[config.mk]
export PLATFORM = sky130hd
export DESIGN_NAME = count_capture_fifo_flat
export DESIGN_NICKNAME = d
export VERILOG_FILES = /design/src/rtl/count_capture_fifo_if.sv /design/src/rtl/count_capture_fifo.sv /design/src/flat_wrapper.sv
export SDC_FILE = /design/constraint.sdc
export NUM_CORES = 1
export LEC_CHECK = 0
export CORE_MARGIN = 2
export CORE_UTILIZATION = 50
export DETAILED_ROUTE_END_ITERATION = 10
export HOLD_SLACK_MARGIN = 0.15
export PLACE_DENSITY = 0.76
export SYNTH_ARGS = -nofsm -noshare
export SYNTH_HDL_FRONTEND = slang
export SYNTH_SLANG_ARGS = --single-unit
[constraint.sdc]
create_clock -name clk -period 3.15 [get_ports clk]
set_clock_uncertainty 0.1 [all_clocks]
set_input_delay 0.4725 -clock clk [delete_from_list [all_inputs] [get_ports clk]]
set_output_delay 0.4725 -clock clk [all_outputs]
set_load 0.05 [all_outputs]
[src/rtl/count_capture_fifo_if.sv]
`default_nettype none
// ---------------------------------------------------------------------------
// count_capture_fifo_if : producer/consumer handshake bundle  (rev 1.0)
// ---------------------------------------------------------------------------
interface count_capture_fifo_if #(
   parameter int WIDTH = 4
);
   logic             in_valid;
   logic [WIDTH-1:0] in_data;
   logic             in_ready;
   logic             out_valid;
   logic [WIDTH-1:0] out_data;
   logic             out_ready;

   modport master (
      output in_valid, in_data, out_ready,
      input  in_ready, out_valid, out_data
   );

   modport slave (
      input  in_valid, in_data, out_ready,
      output in_ready, out_valid, out_data
   );
endinterface
`default_nettype wire

[src/rtl/count_capture_fifo.sv]
`default_nettype none
// ---------------------------------------------------------------------------
// count_capture_fifo : captures counter values into a FIFO with redundant
// occupancy/free-slot counters and sticky consistency checks  (rev 1.0)
// ---------------------------------------------------------------------------
module count_capture_fifo #(
   parameter int WIDTH = 4,
   parameter int DEPTH = 4,
   localparam int PW = $clog2(DEPTH)
) (
   input  wire logic          clk,
   input  wire logic          rst,
   count_capture_fifo_if.slave fifo,
   output logic [PW:0]        occupancy,
   output logic [PW:0]        free_slots,
   output logic               inv_err,
   output logic               seq_err,
   output logic [PW-1:0]      wr_ptr_o,
   output logic [PW-1:0]      rd_ptr_o
);
   localparam logic [PW:0]   DEPTH_CNT = (PW+1)'(DEPTH);
   localparam logic [PW+1:0] DEPTH_SUM = (PW+2)'(DEPTH);

   logic [WIDTH-1:0] mem [DEPTH];
   logic [PW-1:0]    wr_ptr;
   logic [PW-1:0]    rd_ptr;
   logic [WIDTH-1:0] last_data;
   logic             have_last;

   logic             push;
   logic             pop;
   logic [WIDTH-1:0] next_seq;
   logic [PW+1:0]    count_sum;

   assign fifo.in_ready  = (occupancy != DEPTH_CNT);
   assign fifo.out_valid = (occupancy != '0);
   assign fifo.out_data  = mem[rd_ptr];

   assign push      = fifo.in_valid & fifo.in_ready;
   assign pop       = fifo.out_valid & fifo.out_ready;
   assign next_seq  = last_data + 1'b1;
   // Widened by one bit so a corrupted pair cannot wrap back to DEPTH.
   assign count_sum = {1'b0, occupancy} + {1'b0, free_slots};

   assign wr_ptr_o = wr_ptr;
   assign rd_ptr_o = rd_ptr;

   always_ff @(posedge clk) begin
      if (!rst && push) begin
         mem[wr_ptr] <= fifo.in_data;
      end
   end

   always_ff @(posedge clk) begin
      if (rst) begin
         wr_ptr     <= '0;
         rd_ptr     <= '0;
         occupancy  <= '0;
         free_slots <= DEPTH_CNT;
         inv_err    <= 1'b0;
         seq_err    <= 1'b0;
         have_last  <= 1'b0;
         last_data  <= '0;
      end else begin
         if (push) begin
            wr_ptr    <= wr_ptr + 1'b1;
            last_data <= fifo.in_data;
            have_last <= 1'b1;
            if (have_last && (fifo.in_data != next_seq)) begin
               seq_err <= 1'b1;
            end
         end
         if (pop) begin
            rd_ptr <= rd_ptr + 1'b1;
         end
         case ({push, pop})
            2'b10: begin
               occupancy  <= occupancy + 1'b1;
               free_slots <= free_slots - 1'b1;
            end
            2'b01: begin
               occupancy  <= occupancy - 1'b1;
               free_slots <= free_slots + 1'b1;
            end
            default: ;
         endcase
         if (count_sum != DEPTH_SUM) begin
            inv_err <= 1'b1;
         end
      end
   end
endmodule
`default_nettype wire

[src/flat_wrapper.sv]
// flat-port wrapper written by rule: the top's interface ports become plain ports
module count_capture_fifo_flat 
#(
   parameter int WIDTH = 4,
   parameter int DEPTH = 4,
   localparam int PW = $clog2(DEPTH)
)
  (clk, rst, occupancy, free_slots, inv_err, seq_err, wr_ptr_o, rd_ptr_o, fifo_in_valid, fifo_in_data, fifo_out_ready, fifo_in_ready, fifo_out_valid, fifo_out_data);
  count_capture_fifo_if #(.WIDTH(WIDTH)) fifo_i ();
  input  wire logic clk;
  input  wire logic rst;
  output logic [PW:0] occupancy;
  output logic [PW:0] free_slots;
  output logic inv_err;
  output logic seq_err;
  output logic [PW-1:0] wr_ptr_o;
  output logic [PW-1:0] rd_ptr_o;
  input wire logic [$bits(fifo_i.in_valid)-1:0] fifo_in_valid;
  input wire logic [$bits(fifo_i.in_data)-1:0] fifo_in_data;
  input wire logic [$bits(fifo_i.out_ready)-1:0] fifo_out_ready;
  output wire logic [$bits(fifo_i.in_ready)-1:0] fifo_in_ready;
  output wire logic [$bits(fifo_i.out_valid)-1:0] fifo_out_valid;
  output wire logic [$bits(fifo_i.out_data)-1:0] fifo_out_data;
  assign fifo_i.in_valid = fifo_in_valid;
  assign fifo_i.in_data = fifo_in_data;
  assign fifo_i.out_ready = fifo_out_ready;
  assign fifo_in_ready = fifo_i.in_ready;
  assign fifo_out_valid = fifo_i.out_valid;
  assign fifo_out_data = fifo_i.out_data;
  count_capture_fifo #(.WIDTH(WIDTH), .DEPTH(DEPTH)) u_core (.clk(clk), .rst(rst), .fifo(fifo_i), .occupancy(occupancy), .free_slots(free_slots), .inv_err(inv_err), .seq_err(seq_err), .wr_ptr_o(wr_ptr_o), .rd_ptr_o(rd_ptr_o));
endmodule
==> Word level (Yosys, flattened, before mapping) <==
Memories as Yosys holds them, arrays and structs flattened. A register that Yosys moved wholly into a read port is not among the register bits.
Index checks and enable logic that the tools add are counted.
{ "totals": {"in_bits": 8, "regBits": 17, "n_memories": 1, "ram_bits": 16, "output_inout_bits": 18} }
{ "mem_list": {"columns": ["memory", "depth", "width", "read_ports", "rd_clocked_by_memory_dff", "wr", "line_no", "source"], "rows": [
  ["u_core.mem", 4, 4, 1, 1, 1, "count_capture_fifo.sv:24", "logic [WIDTH-1:0] mem [DEPTH];"]
]} }
{ "op_classes": {"reduce_logical": 6, "n_eq_ne": 5, "mux": 6, "n_bitwise": 2, "addsub": 8} }
{ "ops": {"columns": ["cell", "count"], "rows": [
  ["3-bit one-hot mux with 2 select lines", 2],
  ["3-bit by 1-bit adder with 3-bit output, second input constant", 2],
  ["3-bit by 1-bit subtractor with 3-bit output, second input constant", 2],
  ["2-bit by 1-bit adder with 2-bit output, second input constant", 2],
  ["3-bit by 3-bit adder with 4-bit output", 1],
  ["4-bit by 1-bit adder with 4-bit output, second input constant", 1],
  ["2-bit 2-to-1 mux", 2],
  ["4-bit by 3-bit != test with 1-bit output, second input constant", 1],
  ["4-bit != test", 1],
  ["3-bit != test, second input constant", 1],
  ["3-bit nonzero test", 1],
  ["1-bit bitwise AND", 2],
  ["2-bit by 1-bit == test with 1-bit output, second input constant", 1],
  ["2-bit == test, second input constant", 1],
  ["1-bit logical AND", 2],
  ["1-bit 2-to-1 mux", 2],
  ["2-bit AND reduction", 1],
  ["2-bit nonzero test", 1],
  ["1-bit logical NOT", 1]
]} }

==> Logic depth before layout (Yosys ltp) <==
{ "logic_depth": {"ltp_word": 5, "depth_mapped": 9} }

==> Worst setup path after synthesis <==
No wires, ideal clock.
{ "synth_path": {"kind": "register to register", "from": "reg u_core.occupancy[2]", "to": "reg u_core.occupancy[2]", "required_ps": 2980, "path_slack_ps": 32, "period_less_slack_ps": 3118, "arrival_time_ps": 2948, "stages_incl_launch_ff": 10, "path_cell_list": "dfxtp_1 -> or3b_1 -> clkbuf_1 -> nand2_2 -> ha_1 -> inv_1 -> fa_1 -> xor2_1 -> or3_1 -> a21oi_1"} }
{ "synth_via": {"elab_chain_cells": 4, "elab_cells_between_ends": 10} }
{ "synth_rtl": {"columns": ["item", "line_no", "source"], "rows": [
  ["start, declared", "count_capture_fifo.sv:14", "output logic [PW:0] occupancy,"],
  ["start signal, assigned", "count_capture_fifo.sv:78", "occupancy <= occupancy + 1'b1;"],
  ["start signal, assigned", "count_capture_fifo.sv:82", "occupancy <= occupancy - 1'b1;"],
  ["3-bit != test *", "count_capture_fifo.sv:35", "assign fifo.in_ready = (occupancy != DEPTH_CNT);"],
  ["named net fifo_in_ready", "flat_wrapper.sv:21", "output wire logic [$bits(fifo_i.in_ready)-1:0] fifo_in_ready;"],
  ["1-bit bitwise AND *", "count_capture_fifo.sv:39", "assign push = fifo.in_valid & fifo.in_ready;"],
  ["2-bit by 1-bit == test with 1-bit output / 2-bit == test (equally long branches)", "count_capture_fifo.sv:76", "case ({push, pop})"],
  ["3-bit one-hot mux with 2 select lines / 2-bit nonzero test (equally long branches)", null, null]
]} }
Mark *: on every way through the listed nets, which the timed path passes. The rest lies on a longest branch.
A chain may end at the register's enable or synchronous reset.

==> Worst setup path in the final report <==
{ "layout_path": {"from": "reg u_core.occupancy[2]", "to": "reg u_core.occupancy[2]"} }
{ "layout_via": {"elab_chain_cells": 4, "elab_cells_between_ends": 10} }
{ "layout_rtl": {"columns": ["item", "line_no"], "rows": [
  ["3-bit != test / 3-bit nonzero test (equally long branches)", "count_capture_fifo.sv:35, count_capture_fifo.sv:36"],
  ["1-bit bitwise AND (on tied branches)", "count_capture_fifo.sv:39, count_capture_fifo.sv:40"],
  ["2-bit by 1-bit == test with 1-bit output / 2-bit == test (equally long branches)", "count_capture_fifo.sv:76"],
  ["3-bit one-hot mux with 2 select lines / 2-bit nonzero test (equally long branches)", null]
]} }
Parallel ways exist; a longest one is shown, timed or not.

==> results.md <==
- F_max: 373 MHz
- Cell variety after synth: 23
- Cell count along the critical path: 8
- Final-stage net count: 178
- Final TNS setup: 0 ns
- Tcrit/Tclk final: 0.851
- Critical Path AT: 2.86 ns
- Leak Pwr: 0.721 nW
- Vias: 1025
- Max_cap viols: 0
- Yosys warnings: 0
- Endpoints failing setup: 0
- RSZ-0062 raised after global routing: false
- Core Area: 3000 sq um
- Post-Syn Instances: 128
- Post-layout min period: 2.68 ns
- Top delay family on crit path: simple AND/OR/NAND/NOR gates
- Buf/Inv on CP: 1
- Syn avg cell area: 12.2 sq um
- HP Class: reg -> reg
- CTS tree: built
- WP data required: 3.33 ns
- Reg2reg start: u_core.occupancy[2]$_SDFFE_PP0P_
- Die Ht: 59.8 um
- Post-route cell area: 1920 sq um
- Power per cell area: 953 nW/um^2
- Gr usage total: 0.180
- Hold Crit Start: u_core.have_last$_SDFFE_PP0P_
- Routed wire length: 2.71 mm
- Ports: 26
- Final ANT Viol Nets: 0
- Worst Hold Path Cells: 2
- Flops & latches, synth: 35
- Hold-critical path endpoint: u_core.have_last$_SDFFE_PP0P_
- Num CTS Buffers: 5
- WL per Instance: 14.1 um
- CTS Buffer Depth: 2
- CP Capture Type: flop
- Share of layout cells above drive strength 1: 0.0881
- CP Launch Type: flop
- Global placer's final weighted congestion: 0.767
- Clk_lat worst skew: 0.34 ns
- Final Max Slew Viols: 0
- DPL Wire Length: 2.07 mm
- DP Area: 1850 sq um
- Hold_buf cts: 0
- N_diodes: 0
- Die width: 59.8 um
- Fill cells: 227
- H-Tree Depth: 2
- Root Buffer: clkbuf_4
- Worst path max stage delay: 0.51 ns
- Worst slew pin tran: 0.515 ns
- Largest net degree at the start of global routing: 19
- Multi-input gate area: 646 sq um
- First-pass GRT wire length: 4.57 mm
- Worst VDD drop: 0.000671 V
- Status: finished clean
- Register area: 861 sq um
- Std cell rows: 20
- Critical Setup Path Class: reg -> reg
- Port bufs: 25
- Vias/cell: 5.34
- DRC viols: 0
- Starting density of the core: 0.518
- 1st-pass router iterations: 4
- Reg2Reg Setup Slack: 0.47 ns
- Clk sink count: 35
- Setup bufs post-CTS: 0
- Number of global-route vias before repair: 958
- Congestion Overflow GR: 0
- CP Max Fanout: 9
- Reg-to-Reg End: u_core.occupancy[2]$_SDFFE_PP0P_
- Final hold violation count: 0
- R2r worst-path depth: 8
- Die Area: 3570 sq um
- CP cell instances: or3b_1, nand2_2, ha_1, inv_1, fa_1, xor2_1, or3_1, a21oi_1
- Crit-path slowest cell: or3b_1
- Syn Std Cell Area: 1560 sq um
- Total power: 1.83 mW
- Clock-pin slew on the worst setup and hold paths: 0.10 ns
- Relative slew slack: 0.656
- Seq/Total Area, Yosys: 0.553
- Syn-to-layout area delta: 23.7%
- DR iter-0 viols: 20
- Initial antenna violation count: 0
- # resized after CTS: 0
- Mapped Nets: 148
==> metal layers <==
metal | global-route usage | vias to the layer above | share of wire | wire length, um
met5 | 0 | - | 0 | 0
met4 | 0.0952 | 0 | 0.022 | 59
met3 | 0.0628 | 6 | 0.045 | 121
met2 | 0.281 | 18 | 0.51 | 1380
met1 | 0.219 | 499 | 0.43 | 1150
li1 | - | 502 | - | -
==> cells in the final DEF, fill, tap and decap left out <==
cell type	count
a21oi_1	10
a32o_1	1
and2_1	4
buf_4	2
bufinv_16	1
clkbuf_4	5
clkdlybuf4s50_1	25
clkinv_1	1
clkinv_2	1
dfxtp_1	19
edfxtp_1	16
fa_1	3
ha_1	9
inv_1	9
mux2i_1	1
mux4_2	4
nand2_1	6
nand2_2	1
nand3_1	8
nor2_1	10
nor4b_1	1
o21ai_0	3
o31a_1	1
or3_1	3
or3b_1	1
or4_1	1
xnor2_1	6
xor2_1	7
==> sequential cells by signal (all words and copies together) (netlist names), named ones only <==
| register | cells |
|---|---|
| u_core.wr_ptr_o | 2 |
| u_core.inv_err | 1 |
| u_core.occupancy | 3 |
| u_core.seq_err | 1 |
| u_core.last_data | 4 |
| u_core.mem | 16 |
| u_core.rd_ptr_o | 2 |
| u_core.free_slots | 3 |
| u_core.have_last | 1 |
==> logic make-up after synthesis <==
logic type                 after synthesis  synth area share
and+or+nand+nor                         35             0.113
adders and majority gates               12             0.111
muxes                                    5            0.0644
buffers and inverters                   13            0.0314
xor gates and xnor gates                13            0.0732
DFF                                     35             0.553
AOI/OAI and AO/OA                       15            0.0539
==> where the power goes <==
group	leakage (nW)	switching, mW	internal (mW)
sequential	0.302	0.0934	0.556
combinational	0.376	0.539	0.336
clock	0.0426	0.146	0.163
total	0.721	0.778	1.06
==> cells in the mapped netlist <==
cell	count	area share
a21oi_1	10	0.032
a32o_1	1	0.0064
and2_1	4	0.016
clkbuf_1	4	0.0097
dfxtp_1	19	0.24
edfxtp_1	16	0.31
fa_1	3	0.039
ha_1	9	0.072
inv_1	9	0.022
mux2i_1	1	0.0064
mux4_2	4	0.058
nand2_1	6	0.014
nand2_2	1	0.0040
nand3_1	8	0.026
nor2_1	10	0.024
nor4b_1	1	0.0056
o21ai_0	3	0.0097
o31a_1	1	0.0056
or3_1	3	0.012
or3b_1	1	0.0056
or4_1	1	0.0048
xnor2_1	6	0.034
xor2_1	7	0.039
==> layout make-up <==
class,instances,share of cell area
timing repair buffer,27,0.138
clock buffer,5,0.0195
clock inverter,3,0.0202
multi-input combinational,80,0.336
tap,33,0.0215
sequential,35,0.448
inverter,9,0.0176
==> worst register-to-register path, delay by kind of cell (launching register included) <==
family          cells  cell delay (ns)
simple gates        3             1.03
fa+ha+maj           2             0.64
flops               1             0.46
xor+xnor            1             0.16
compound gates      1             0.14
buf+inv             1             0.10
==> through the flow <==
| step | hold slack [ns] | util | worst slack [ns] | instances |
|---|---|---|---|---|
| CTS | 0.362 | 0.640 | 0.468 | 192 |
| finish | 0.356 | 0.640 | 0.468 | 192 |
| global route | 0.382 | 0.640 | 0.348 | 192 |
| detailed placement | 0.348 | 0.615 | 0.472 | 184 |
| global placement | 0.343 | 0.615 | 0.527 | 184 |
| floorplan | 0.326 | - | 0.0319 | 128 |
==> worst max path at each step <==
stage                                          start  slack (ns)                          endpoint
finish              u_core.occupancy[2]$_SDFFE_PP0P_        0.47  u_core.occupancy[2]$_SDFFE_PP0P_
global route        u_core.occupancy[2]$_SDFFE_PP0P_        0.35  u_core.occupancy[2]$_SDFFE_PP0P_
CTS                                             flop        0.47                  fifo_out_data[0]
detailed placement                     fifo_in_valid        0.47  u_core.occupancy[2]$_SDFFE_PP0P_
global placement                       fifo_in_valid        0.53  u_core.occupancy[2]$_SDFFE_PP0P_
floorplan           u_core.occupancy[2]$_SDFFE_PP0P_        0.03  u_core.occupancy[2]$_SDFFE_PP0P_
Note: power is estimated with default switching activity, not from simulation.
